--- src/rtl/rr_req_frontend_if.sv ---
// rr_req_frontend_if: bundle of client push, arbiter req/grant and output bus signals
// for the round-robin requester front end.
//   master : client/arbiter side (drives in_valid, in_data, grant)
//   slave  : front end side (drives in_ready, req, out_*, err_*, stale_cnt)
interface rr_req_frontend_if #(
  parameter int unsigned N  = 8,
  parameter int unsigned DW = 8
);
  logic [N-1:0]    in_valid;
  logic [N*DW-1:0] in_data;
  logic [N-1:0]    in_ready;
  logic [N-1:0]    req;
  logic [N-1:0]    grant;
  logic            out_valid;
  logic [DW-1:0]   out_data;
  logic [2:0]      out_id;
  logic            err_stale;
  logic            err_multi;
  logic [7:0]      stale_cnt;

  modport master (
    output in_valid, in_data, grant,
    input  in_ready, req, out_valid, out_data, out_id, err_stale, err_multi, stale_cnt
  );

  modport slave (
    input  in_valid, in_data, grant,
    output in_ready, req, out_valid, out_data, out_id, err_stale, err_multi, stale_cnt
  );
endinterface

--- src/rtl/rr_req_frontend.sv ---
// rr_req_frontend: per-channel FIFOs feeding an 8-way round-robin arbiter. Drives req
// from FIFO occupancy, pops the channel named by a one-hot grant and registers its head
// entry onto a shared output bus. Flags stale (empty-channel) and multi-hot grants.
// Ports:
//   i_clk  : clock, rising edge
//   i_rst  : synchronous active-high reset
//   io_bus : slave modport (in_valid/in_data/in_ready, req/grant, out_*, err_*, stale_cnt)
module rr_req_frontend #(
  parameter int unsigned N     = 8,
  parameter int unsigned DW    = 8,
  parameter int unsigned DEPTH = 4
) (
  input logic              i_clk,
  input logic              i_rst,
  rr_req_frontend_if.slave io_bus
);
  localparam int unsigned PW = $clog2(DEPTH);
  localparam int unsigned CW = $clog2(DEPTH + 1);

  logic [DW-1:0] r_mem  [N][DEPTH];
  logic [PW-1:0] r_wptr [N];
  logic [PW-1:0] r_rptr [N];
  logic [CW-1:0] r_cnt  [N];

  logic          r_out_valid;
  logic [DW-1:0] r_out_data;
  logic [2:0]    r_out_id;
  logic          r_err_stale;
  logic          r_err_multi;
  logic [7:0]    r_stale_cnt;

  logic [N-1:0]  w_push;
  logic [N-1:0]  w_pop;
  logic [N-1:0]  w_nonempty;
  logic [N-1:0]  w_ready;
  logic          w_onehot;
  logic          w_multi;
  logic          w_stale;
  logic [2:0]    w_gnt_id;
  logic [DW-1:0] w_head;

  // Grant is ignored entirely while reset is asserted.
  assign w_onehot = !i_rst && (io_bus.grant != '0) &&
                    ((io_bus.grant & (io_bus.grant - N'(1))) == '0);
  assign w_multi  = !i_rst && (io_bus.grant != '0) && !w_onehot;
  assign w_stale  = w_onehot && ((io_bus.grant & w_nonempty) == '0);

  always_comb begin
    w_gnt_id = '0;
    w_head   = '0;
    for (int i = 0; i < N; i++) begin
      w_nonempty[i] = (r_cnt[i] != '0);
      w_ready[i]    = (r_cnt[i] != CW'(DEPTH));
      w_push[i]     = io_bus.in_valid[i] && w_ready[i];
      w_pop[i]      = io_bus.grant[i] && w_onehot && w_nonempty[i];
      // Drop req in the cycle the last entry is granted so the arbiter never regrants it.
      io_bus.req[i] = (r_cnt[i] > CW'(1)) || ((r_cnt[i] == CW'(1)) && !w_pop[i]);
      if (io_bus.grant[i]) w_gnt_id = 3'(i);
      if (w_pop[i])        w_head   = r_mem[i][r_rptr[i]];
    end
  end

  assign io_bus.in_ready = w_ready;

  // Storage needs no reset: pointers and counts define what is valid.
  always_ff @(posedge i_clk) begin
    for (int i = 0; i < N; i++) begin
      if (!i_rst && w_push[i]) r_mem[i][r_wptr[i]] <= io_bus.in_data[i*DW +: DW];
    end
  end

  always_ff @(posedge i_clk) begin
    if (i_rst) begin
      for (int i = 0; i < N; i++) begin
        r_wptr[i] <= '0;
        r_rptr[i] <= '0;
        r_cnt[i]  <= '0;
      end
      r_out_valid <= 1'b0;
      r_out_data  <= '0;
      r_out_id    <= '0;
      r_err_stale <= 1'b0;
      r_err_multi <= 1'b0;
      r_stale_cnt <= '0;
    end else begin
      for (int i = 0; i < N; i++) begin
        if (w_push[i]) r_wptr[i] <= r_wptr[i] + PW'(1);
        if (w_pop[i])  r_rptr[i] <= r_rptr[i] + PW'(1);
        if (w_push[i] && !w_pop[i])      r_cnt[i] <= r_cnt[i] + CW'(1);
        else if (!w_push[i] && w_pop[i]) r_cnt[i] <= r_cnt[i] - CW'(1);
      end
      r_out_valid <= (w_pop != '0);
      if (w_pop != '0) begin
        r_out_data <= w_head;
        r_out_id   <= w_gnt_id;
      end
      if (w_stale) r_err_stale <= 1'b1;
      if (w_multi) r_err_multi <= 1'b1;
      if (w_stale && (r_stale_cnt != 8'hFF)) r_stale_cnt <= r_stale_cnt + 8'd1;
    end
  end

  assign io_bus.out_valid = r_out_valid;
  assign io_bus.out_data  = r_out_data;
  assign io_bus.out_id    = r_out_id;
  assign io_bus.err_stale = r_err_stale;
  assign io_bus.err_multi = r_err_multi;
  assign io_bus.stale_cnt = r_stale_cnt;
endmodule

--- src/flat_wrapper.sv ---
// flat-port wrapper written by rule: the top's interface ports become plain ports
module rr_req_frontend_flat 
#(
  parameter int unsigned N     = 8,
  parameter int unsigned DW    = 8,
  parameter int unsigned DEPTH = 4
)
  (i_clk, i_rst, io_bus_in_valid, io_bus_in_data, io_bus_grant, io_bus_in_ready, io_bus_req, io_bus_out_valid, io_bus_out_data, io_bus_out_id, io_bus_err_stale, io_bus_err_multi, io_bus_stale_cnt);
  rr_req_frontend_if #(.N(N), .DW(DW)) io_bus_i ();
  input logic i_clk;
  input logic i_rst;
  input wire logic [$bits(io_bus_i.in_valid)-1:0] io_bus_in_valid;
  input wire logic [$bits(io_bus_i.in_data)-1:0] io_bus_in_data;
  input wire logic [$bits(io_bus_i.grant)-1:0] io_bus_grant;
  output wire logic [$bits(io_bus_i.in_ready)-1:0] io_bus_in_ready;
  output wire logic [$bits(io_bus_i.req)-1:0] io_bus_req;
  output wire logic [$bits(io_bus_i.out_valid)-1:0] io_bus_out_valid;
  output wire logic [$bits(io_bus_i.out_data)-1:0] io_bus_out_data;
  output wire logic [$bits(io_bus_i.out_id)-1:0] io_bus_out_id;
  output wire logic [$bits(io_bus_i.err_stale)-1:0] io_bus_err_stale;
  output wire logic [$bits(io_bus_i.err_multi)-1:0] io_bus_err_multi;
  output wire logic [$bits(io_bus_i.stale_cnt)-1:0] io_bus_stale_cnt;
  assign io_bus_i.in_valid = io_bus_in_valid;
  assign io_bus_i.in_data = io_bus_in_data;
  assign io_bus_i.grant = io_bus_grant;
  assign io_bus_in_ready = io_bus_i.in_ready;
  assign io_bus_req = io_bus_i.req;
  assign io_bus_out_valid = io_bus_i.out_valid;
  assign io_bus_out_data = io_bus_i.out_data;
  assign io_bus_out_id = io_bus_i.out_id;
  assign io_bus_err_stale = io_bus_i.err_stale;
  assign io_bus_err_multi = io_bus_i.err_multi;
  assign io_bus_stale_cnt = io_bus_i.stale_cnt;
  rr_req_frontend #(.N(N), .DW(DW), .DEPTH(DEPTH)) u_core (.i_clk(i_clk), .i_rst(i_rst), .io_bus(io_bus_i));
endmodule
--- config.mk ---
export PLATFORM = sky130hd
export DESIGN_NAME = rr_req_frontend_flat
export DESIGN_NICKNAME = d
export VERILOG_FILES = /design/src/rtl/rr_req_frontend_if.sv /design/src/rtl/rr_req_frontend.sv /design/src/flat_wrapper.sv
export SDC_FILE = /design/constraint.sdc
export NUM_CORES = 1
export LEC_CHECK = 0
export CORE_MARGIN = 4
export CORE_UTILIZATION = 50
export CTS_CLUSTER_DIAMETER = 120
export CTS_CLUSTER_SIZE = 10
export DETAILED_ROUTE_END_ITERATION = 10
export HOLD_SLACK_MARGIN = 0.06
export PLACE_DENSITY = 0.7
export SYNTH_ARGS = -nofsm -noshare
export SYNTH_HDL_FRONTEND = slang
export SYNTH_SLANG_ARGS = --single-unit
--- constraint.sdc ---
create_clock -name i_clk -period 5.72 [get_ports i_clk]
set_clock_uncertainty 0.1 [all_clocks]
set_input_delay 1.43 -clock i_clk [delete_from_list [all_inputs] [get_ports i_clk]]
set_output_delay 1.43 -clock i_clk [all_outputs]
set_load 0.005 [all_outputs]
==> metrics.yaml, run 1 <==
drc_errors: 0
avgViaCountPerCell: 5.64
slowest_delay_ps: 530
avgRoutedWirePerCell_um: 20.7
cts_setup_buffers: 0
htreeDepth: 2
grt_setup_unrepaired: "yes"
dpl.hpwl_mm: 23.0
crit_chain: "clkdlybuf4s50_1 -> maj3_2 -> or4_4 -> a211o_4 -> nor2_2 -> a21oi_1 -> or2_2 -> clkdlybuf4s50_1"
synth_edf_count: 312
die-area_um2: 32800
synthDistinctLibCells: 64
power_density_nw_per_um2: 315
slowest_stage: "or4_4"
drtIter0Drc: 792
grt_util_all_layers_pct: 19.1
clk_latency_ps: 510
r2r_slack_ps: 2570
vdd_drop_max_v: 0.000190
hold_viol: 0
vias: 8646
path_max_fanout: 8
drv_slew: 0
start_util_pct: 50.7
antenna_found_initial: 1
clk_pin_slew_ps: 50
start_kind: "input pin"
drtPass1Iterations: 5
seqPwrFrac_pct: 51.3
grt_pass1_vias: 8417
routabilityCongestion: 0.805
met2_usage_pct: 30.4
yosys_warnings: 0
synthCells: 992
worst_ep_required_time_ps: 4190
final_cells: 1534
p_switching_uw: 1270
area_delta_synth_final_pct: 18.4
p_clk_share_pct: 38.8
core-area_um2: 29600
postRouteAntennaNets: 0
ys_top_cells_by_area: "edfxtp_1, mux4_2, ha_1"
drt-total-wl_mm: 31.7
status: "complete, no violations"
hold_start: "u_core.io_bus.err_stale"
portBuffers: 119
max_cap_violations: 0
avgSynthCellArea_um2: 15.1
timing.fmax_mhz: 176
grt-ovfl-total: 0
synth_ff_type: "edfxtp_1"
p_int_uw: 4310
seq_area_frac_synth_pct: 65.5
setup_viol: 0
arrival_ps: 4160
netSwitchingFraction_pct: 22.7
syn_area_um2: 15000
p_leak_uw: 0.00606
synth_area_leader_cell: "edfxtp_1"
met3_usage_pct: 2.96
finalCritPeriodShare_pct: 99.5
grt_max_degree: 55
slew_headroom_pct: 52.9
fin_crit_ps: 5690
die_y_um: 181
die_x_um: 181
startpoint: "io_bus_grant[3]"
worstSetupPathType: "in2out"
syn-num-nets: 1139
setup_tns_ps: 0
gr-usage-met1_pct: 28.0
io_pins: 120
worstMarginPinSlew_ps: 707
clock_path_buffers: 3
clkSinkCount: 334
cts-root-buf: "clkbuf_16"
cts_made_buffers: 39
nFillCells: 2272
layout-drive-gt1-share_pct: 12.5
place_area_um2: 16600
cts_tree: "built"
fin_area_um2: 17700
synth-seq-cells: 334
fin_nets: 1273
synth_top_area_share_pct: 62.6
dp_cells: 1475
async_reset_ff_share_pct: 0
hold_path.class: "reg2reg"
r2r-start: "u_core.r_cnt[0][15]"
cpMostUsedCell: "clkdlybuf4s50_1"
rows: 63
grt-busiest-layer: "met2"
cp-end-kind: "output pin"
pwr-share-comb_pct: 10.0
grt_pass1_wl_mm: 49.0
[path summary, 6_finish.rpt]
kind / end / cells after the start
worst min-delay path: u_core.io_bus.err_stale / 2
worst max register to register: u_core.io_bus.out_data[1] / 9
worst max-delay path: io_bus_req[4] / 8
worst min register to register: u_core.io_bus.err_stale / 2
[synthesized netlist by cell type, drive strengths merged, types with 3 or more instances]
| cell type | count |
|---|---|
| a21oi | 24 |
| a22oi | 8 |
| a31oi | 3 |
| and2 | 48 |
| and3 | 4 |
| buf | 14 |
| clkbuf | 30 |
| dfxtp | 22 |
| edfxtp | 312 |
| ha | 65 |
| inv | 37 |
| mux2i | 24 |
| mux4 | 52 |
| nand2 | 44 |
| nand2b | 29 |
| nand3 | 22 |
| nand3b | 6 |
| nand4 | 4 |
| nor2 | 64 |
| nor2b | 10 |
| nor3 | 29 |
| nor3b | 6 |
| nor4 | 9 |
| o211ai | 6 |
| o21ai | 16 |
| o22a | 3 |
| o31ai | 11 |
| o32ai | 11 |
| or2 | 10 |
| or3 | 5 |
| or4 | 5 |
| xnor2 | 22 |
| xor2 | 4 |
[sequential cells by signal, indices dropped and copies added, names as in the netlist]
register                 count
u_core.io_bus.err_multi      1
u_core.io_bus.err_stale      1
u_core.io_bus.out_data       8
u_core.io_bus.out_id         3
u_core.io_bus.out_valid      1
u_core.io_bus.stale_cnt      8
u_core.r_cnt                24
u_core.r_mem               256
u_core.r_rptr               16
u_core.r_wptr               16
[kinds of logic after synthesis]
kind of cell	count (synthesis)	share of synthesized area, %
flip-flops	334	65.5
buffers and inverters	81	2.20
XOR/XNOR	26	1.52
AND/OR/NAND/NOR	301	10.7
adder cells (fa/ha/maj)	66	5.51
AO/OA/AOI/OAI	106	5.00
multiplexers	78	9.58
[layout make-up]
| cell class | count | area, um^2 | area share, % |
|---|---|---|---|
| diodes | 1 | 2.50 | 0.0141 |
| clock buffers | 55 | 1060 | 5.96 |
| clock inverters | 3 | 33.8 | 0.191 |
| inverters | 37 | 139 | 0.784 |
| multi-input cells | 577 | 4860 | 27.4 |
| flip-flops and latches | 334 | 9810 | 55.3 |
| well taps | 390 | 488 | 2.75 |
| repair buffers | 137 | 1330 | 7.50 |
[power groups by stage]
stage	clock network [uW]	registers, uW	logic, uW
after floorplan	0	2870	342
after global placement	0	2910	542
after detailed placement	0	2910	552
after CTS	2210	2860	555
after global routing	2330	2870	611
final	2170	2860	556
[layout by cell type (no fill, tap or decap), types with 17 or more instances in the layout]
cell,Yosys,routed
ha_1,65,65
clkbuf_16,0,40
nor2_1,64,57
inv_1,37,37
buf_4,2,17
nand2_1,43,43
nor3_1,29,29
edfxtp_1,312,312
and2_1,48,48
clkdlybuf4s50_1,0,116
nand3_1,22,22
nand2b_1,29,29
xnor2_1,22,22
dfxtp_1,22,22
mux4_2,52,52
a21oi_1,24,24
mux2i_1,24,24
[what timing repair did]
action | 4_1_cts | 5_1_grt
endpoints found under the setup margin | 7 | 7
resized for setup | 1 | 11
pin swaps | 1 | 1
hold buffers | 0 | 0
[per-layer routing]
metal	routed length, um	share of wire, %	vias to the layer above
li1	-	-	4047
met2	15200	48	268
met5	0	0	-
met4	655	2.1	0
met1	14200	45	4283
met3	1670	5.3	48
[worst max-delay path, delay by kind of cell]
kind	cells	cell delay, ps
compound gates	2	500
simple gates	3	1000
fa+ha+maj	1	340
buf+inv	2	890
[per-stage QoR]
step,utilization [%],total power (uW),setup WS [ps],hold WS [ps]
global route,60.0,5810,-4.69,411
detailed placement,56.1,3460,-30.7,375
global placement,56.1,3450,-26.9,353
finish,60.0,5580,28.5,384
CTS,59.8,5630,10.9,388
floorplan,-,3210,753,363
Note: power is estimated with default switching activity, not from simulation.
==> run 2, diff against run 1 <==
--- a/config.mk
+++ b/config.mk
@@ -10,6 +10,7 @@
 export CTS_CLUSTER_DIAMETER = 120
 export CTS_CLUSTER_SIZE = 10
 export DETAILED_ROUTE_END_ITERATION = 10
+export GPL_TIMING_DRIVEN = 1
 export HOLD_SLACK_MARGIN = 0.06
 export PLACE_DENSITY = 0.7
 export SYNTH_ARGS = -nofsm -noshare
==> results of run 2 <==
Final layout, timing and power as in run 1 (identical DEF).
